--- src/rtl/i2s_tx_24.sv ---
// I2S master transmitter: divides clk into SCK/WS and shifts 24-bit L/R pairs
// into 32-bit slots with the MSB one SCK after each WS edge.
module i2s_tx_24 #(
   parameter int SCK_DIV = 16
) (
   input  logic        clk_i,
   input  logic        rst_i,
   input  logic [23:0] left_i,
   input  logic [23:0] right_i,
   input  logic        valid_i,
   output logic        ready_o,
   output logic        sck_o,
   output logic        ws_o,
   output logic        sd_o,
   output logic        underrun_o
);
   localparam int DW = (SCK_DIV > 2) ? $clog2(SCK_DIV) : 1;

   logic [DW-1:0] div_q, div_d;
   logic          sck_q, sck_d;
   logic [5:0]    c_q, c_d;
   logic          ws_q, ws_d, sd_q, sd_d;
   logic [23:0]   lsr_q, lsr_d, rsr_q, rsr_d;
   logic [23:0]   bl_q, bl_d, br_q, br_d;
   logic          full_q, full_d, ready_q, ready_d, und_q, und_d;
   logic          tick, fall, load, acc;

   always_comb begin
      div_d   = div_q;
      sck_d   = sck_q;
      c_d     = c_q;
      ws_d    = ws_q;
      sd_d    = sd_q;
      lsr_d   = lsr_q;
      rsr_d   = rsr_q;
      bl_d    = bl_q;
      br_d    = br_q;
      full_d  = full_q;
      und_d   = 1'b0;
      tick    = (div_q == DW'(SCK_DIV - 1));
      fall    = tick && sck_q;
      load    = fall && (c_q == 6'd63);
      acc     = valid_i && !full_q;

      div_d = tick ? '0 : div_q + DW'(1);
      if (tick) sck_d = ~sck_q;

      // WS/SD only move on the SCK falling clk so a rising-edge receiver sees
      // half a bit period of setup and hold.
      if (fall) begin
         c_d  = c_q + 6'd1;
         ws_d = c_d[5];
         sd_d = 1'b0;
         if (load) begin
            lsr_d  = full_q ? bl_q : 24'd0;
            rsr_d  = full_q ? br_q : 24'd0;
            und_d  = !full_q;
            full_d = 1'b0;
         end else if (c_d >= 6'd1 && c_d <= 6'd24) begin
            sd_d  = lsr_q[23];
            lsr_d = {lsr_q[22:0], 1'b0};
         end else if (c_d >= 6'd33 && c_d <= 6'd56) begin
            sd_d  = rsr_q[23];
            rsr_d = {rsr_q[22:0], 1'b0};
         end
      end

      // A load only clears a full buffer, so it can never race an accept.
      if (acc) begin
         bl_d   = left_i;
         br_d   = right_i;
         full_d = 1'b1;
      end
      ready_d = !full_d;
   end

   always_ff @(posedge clk_i or posedge rst_i) begin
      if (rst_i) begin
         div_q   <= '0;
         sck_q   <= 1'b0;
         c_q     <= 6'd63;
         ws_q    <= 1'b1;
         sd_q    <= 1'b0;
         lsr_q   <= 24'd0;
         rsr_q   <= 24'd0;
         bl_q    <= 24'd0;
         br_q    <= 24'd0;
         full_q  <= 1'b0;
         ready_q <= 1'b1;
         und_q   <= 1'b0;
      end else begin
         div_q   <= div_d;
         sck_q   <= sck_d;
         c_q     <= c_d;
         ws_q    <= ws_d;
         sd_q    <= sd_d;
         lsr_q   <= lsr_d;
         rsr_q   <= rsr_d;
         bl_q    <= bl_d;
         br_q    <= br_d;
         full_q  <= full_d;
         ready_q <= ready_d;
         und_q   <= und_d;
      end
   end

   assign ready_o    = ready_q;
   assign sck_o      = sck_q;
   assign ws_o       = ws_q;
   assign sd_o       = sd_q;
   assign underrun_o = und_q;
endmodule
--- config.mk ---
export PLATFORM = sky130hd
export DESIGN_NAME = i2s_tx_24
export DESIGN_NICKNAME = d
export VERILOG_FILES = /design/src/rtl/i2s_tx_24.sv
export SDC_FILE = /design/constraint.sdc
export NUM_CORES = 1
export LEC_CHECK = 0
export CAP_MARGIN = 20
export CORE_ASPECT_RATIO = 0.9
export CORE_MARGIN = 5
export CORE_UTILIZATION = 60
export DETAILED_ROUTE_END_ITERATION = 16
export PLACE_DENSITY = 0.84
export SLEW_MARGIN = 30
export SYNTH_ARGS = -nofsm -noshare
export SYNTH_HDL_FRONTEND = slang
export SYNTH_SLANG_ARGS = --single-unit
--- constraint.sdc ---
create_clock -name clk_i -period 11.2 [get_ports clk_i]
set_input_delay 2.8 -clock clk_i [delete_from_list [all_inputs] [get_ports clk_i]]
set_output_delay 2.8 -clock clk_i [all_outputs]
set_load 0.03 [all_outputs]
==> results.md <==
- IO Count: 56
- # H-tree levels: 3
- Compound-cell area share of the yosys netlist: 2.957%
- Layout cells sized above 1: 26.69%
- Final Hold Vio Count: 0
- Crit-path cells: clkdlybuf4s50_1
- CTS tree: done
- Pre-CTS WS: 6398 ps
- #FFs+latches synth: 111
- Fmax: 224.0 MHz
- Die Ht: 97.27 um
- CTS Hold Bufs: 0
- Post-synthesis simple-gate area fraction: 14.69%
- Remaining global-route overflow: 0
- FF+latch area: 0.002786 mm2
- Async S/R FF share, synth: 100.0%
- Nets: 537
- Final period util: 39.86%
- Mux contribution to synthesized area: 21.27%
- First-pass GRT wire length: 16090 um
- Startpoint Class: register
- Dpl hpwl: 6384 um
- Area of the core: 0.008145 mm2
- Crit path DAT: 1660 ps
- Data required, critical path: 8400 ps
- Peak supply drop: 68.11 uV
- Root buffer cell: clkbuf_8
- Die Wd: 107.0 um
- Antenna Violating Nets Remaining: 0
- Vias: 3332
- Buffer count from post-CTS setup fixing: 0
- Core Util, Final: 71.95%
- Outcome: completed
- Area of the mapped netlist: 0.005077 mm2
- Fillers: 563
- CTS sink count: 111
- Area delta synth->final: 15.43%
- # port buffers: 55
- CP max stage delay: 680 ps
- Ys Warns: 0
- Number of synthesized flops with an enable pin: 0
- Final Skew: 15.21 ps
- Pleak: 2.802 nW
- Pin count of the biggest net entering global routing: 63
- Gpl congestion: 0.7247
- CP max FO: 5
- Max-cap viol count: 0
- Clock buffer depth: 2
- RSZ-0062 raised after global routing: no
- Cts bufs inserted: 9
- Critical path's top delay family: buffers and inverters
- Rows: 31
- Setup-failing EPs final: 0
- Syn nets: 497
- WP buf/inv: 1
- Vias/cell: 5.686
- Antenna cells: 0
- Post_cts resized: 0
- Final slew viol count: 0
- Total Wirelength: 9616 um
- Slew HR: 37.03%
- Adder-cell area share of the yosys netlist: 0.9857%
- Setup ws final: 6736 ps
- P per Cell Area: 120.9 mW/mm2
- GRT Util Overall: 19.33%
- Slowest cell on the critical path: clkdlybuf4s50_1
- Post-layout min period: 4464 ps
- Setup Crit Path Kind: register to output pin
- Initial Utilization: 62.33%
- Die area: 0.01040 mm2
- Worst-path clk slew: 110 ps
- Library cells used by synthesis: 39
- Post-synthesis sequential area ratio: 54.88%
- First-pass DRT Iterations: 4
- Initial antenna violation count: 0
- Iter 0 DRT Violations: 177
- Largest family of logic cells by synthesized area: multiplexers
- Synth Flop Type: dfrtp_1
- CP Capture Type: output pin
- DRC: 0
- Clk Latency, worst-skew pair: 380 ps
- Routed length per instance: 16.41 um
- Post-Synth XOR/XNOR Area: 1.380%
- Cells after synthesis: 442
- Slew @ Worst Pin: 944.6 ps
- Worst hold path class: register to register
- Post-route setup TNS: 0 ps
- Vias in the first global route: 3408
- Synthesized area per cell: 11.49 um2
- Multi-input logic area: 0.002112 mm2
stage by stage:
stage	total power, mW	cell area, um2	std cells	hold slack (ps)
floorplan	0.4590	5077	442	443.6
global placement	0.4824	5627	568	458.8
detailed placement	0.4856	5667	570	483.7
CTS	0.7141	5861	586	498.6
global route	0.7387	5861	586	520.9
finish	0.7087	5861	586	498.6
logic make-up after synthesis:
logic type	after synthesis
AOI/OAI and AO/OA	20
adders and majority gates	4
xor gates and xnor gates	8
and+or+nand+nor	166
buffers and inverters	39
muxes	94
DFF	111
synthesized netlist by cell type, types with 2 or more instances:
| cell type | number | area, um2 |
|---|---|---|
| nand4_1 | 4 | 25.02 |
| buf_4 | 2 | 15.01 |
| a21oi_1 | 3 | 15.01 |
| nand2_1 | 95 | 356.6 |
| and2_1 | 2 | 12.51 |
| xor2_1 | 3 | 26.28 |
| and3_1 | 4 | 25.02 |
| dfrtp_1 | 104 | 2603 |
| ha_1 | 4 | 50.05 |
| mux2_4 | 6 | 90.09 |
| buf_6 | 5 | 56.30 |
| nor2_1 | 5 | 18.77 |
| a211o_1 | 2 | 17.52 |
| dfstp_2 | 7 | 183.9 |
| a22oi_1 | 2 | 15.01 |
| inv_1 | 8 | 30.03 |
| buf_1 | 8 | 30.03 |
| xnor2_1 | 5 | 43.79 |
| o21ai_0 | 6 | 30.03 |
| nand3_1 | 48 | 240.2 |
| mux2_2 | 87 | 979.7 |
| clkbuf_1 | 13 | 48.80 |
| buf_2 | 2 | 10.01 |
| nor3_1 | 2 | 10.01 |
cell usage in the layout (no fill, tap or decap), types with 3 or more instances in the layout:
| cell | count |
|---|---|
| mux2_4 | 6 |
| nand4_1 | 4 |
| inv_1 | 7 |
| nand2_1 | 95 |
| ha_1 | 4 |
| nor2_1 | 4 |
| a21oi_1 | 3 |
| xnor2_1 | 5 |
| clkbuf_8 | 10 |
| dfstp_2 | 7 |
| dfrtp_1 | 104 |
| xor2_1 | 3 |
| o21ai_0 | 6 |
| nand3_1 | 48 |
| and3_1 | 4 |
| mux2_2 | 87 |
| buf_4 | 3 |
| clkdlybuf4s50_1 | 55 |
| clkinvlp_4 | 3 |
final timing paths:
| path | slack, ps | cells past startpoint | startpoint | endpoint |
|---|---|---|---|---|
| max | 6740 | 1 | c_q[5] | ws_o |
| min in group asynchronous | 2840 | 2 | rst_i | lsr_q[6] |
| max in group asynchronous | 7140 | 3 | rst_i | rsr_q[1] |
| min | 500 | 1 | div_q[0] | div_q[0] |
| max reg2reg | 8020 | 6 | c_q[0] | rsr_q[1] |
| min reg2reg | 500 | 1 | div_q[0] | div_q[0] |
state kept, by name (all words and copies together), names as in the netlist:
register,count
bl_q,24
br_q,24
lsr_q,24
rsr_q,24
c_q,6
div_q,4
full_q,1
ready_o,1
sck_o,1
sd_o,1
underrun_o,1
layer usage:
metal / GRT usage, % / vias up / routed length, um / part of all wire (%)
met5: 0 / - / 0 / 0
met3: 5.515 / 17 / 365 / 3.8
li1: - / 1591 / - / -
met2: 30.06 / 65 / 4687 / 49
met4: 6.686 / 0 / 183 / 1.9
met1: 26.09 / 1659 / 4379 / 46
power by group:
group	switching (mW)	internal, mW	total (mW)
Combinational	0.0153	0.0299	0.0452
Clock	0.142	0.0900	0.232
Sequential	0.0110	0.421	0.432
cell type report:
class | instances | share of cell area (%)
Clock inverter | 6 | 0.9607
Timing Repair Buffer | 60 | 10.44
Multi-Input combinational cell | 292 | 36.04
Inverter | 8 | 0.5551
Tap cell | 99 | 2.114
Sequential cell | 111 | 47.54
Clock buffer | 10 | 2.348
No activity file was read; power rests on OpenSTA's default activity.
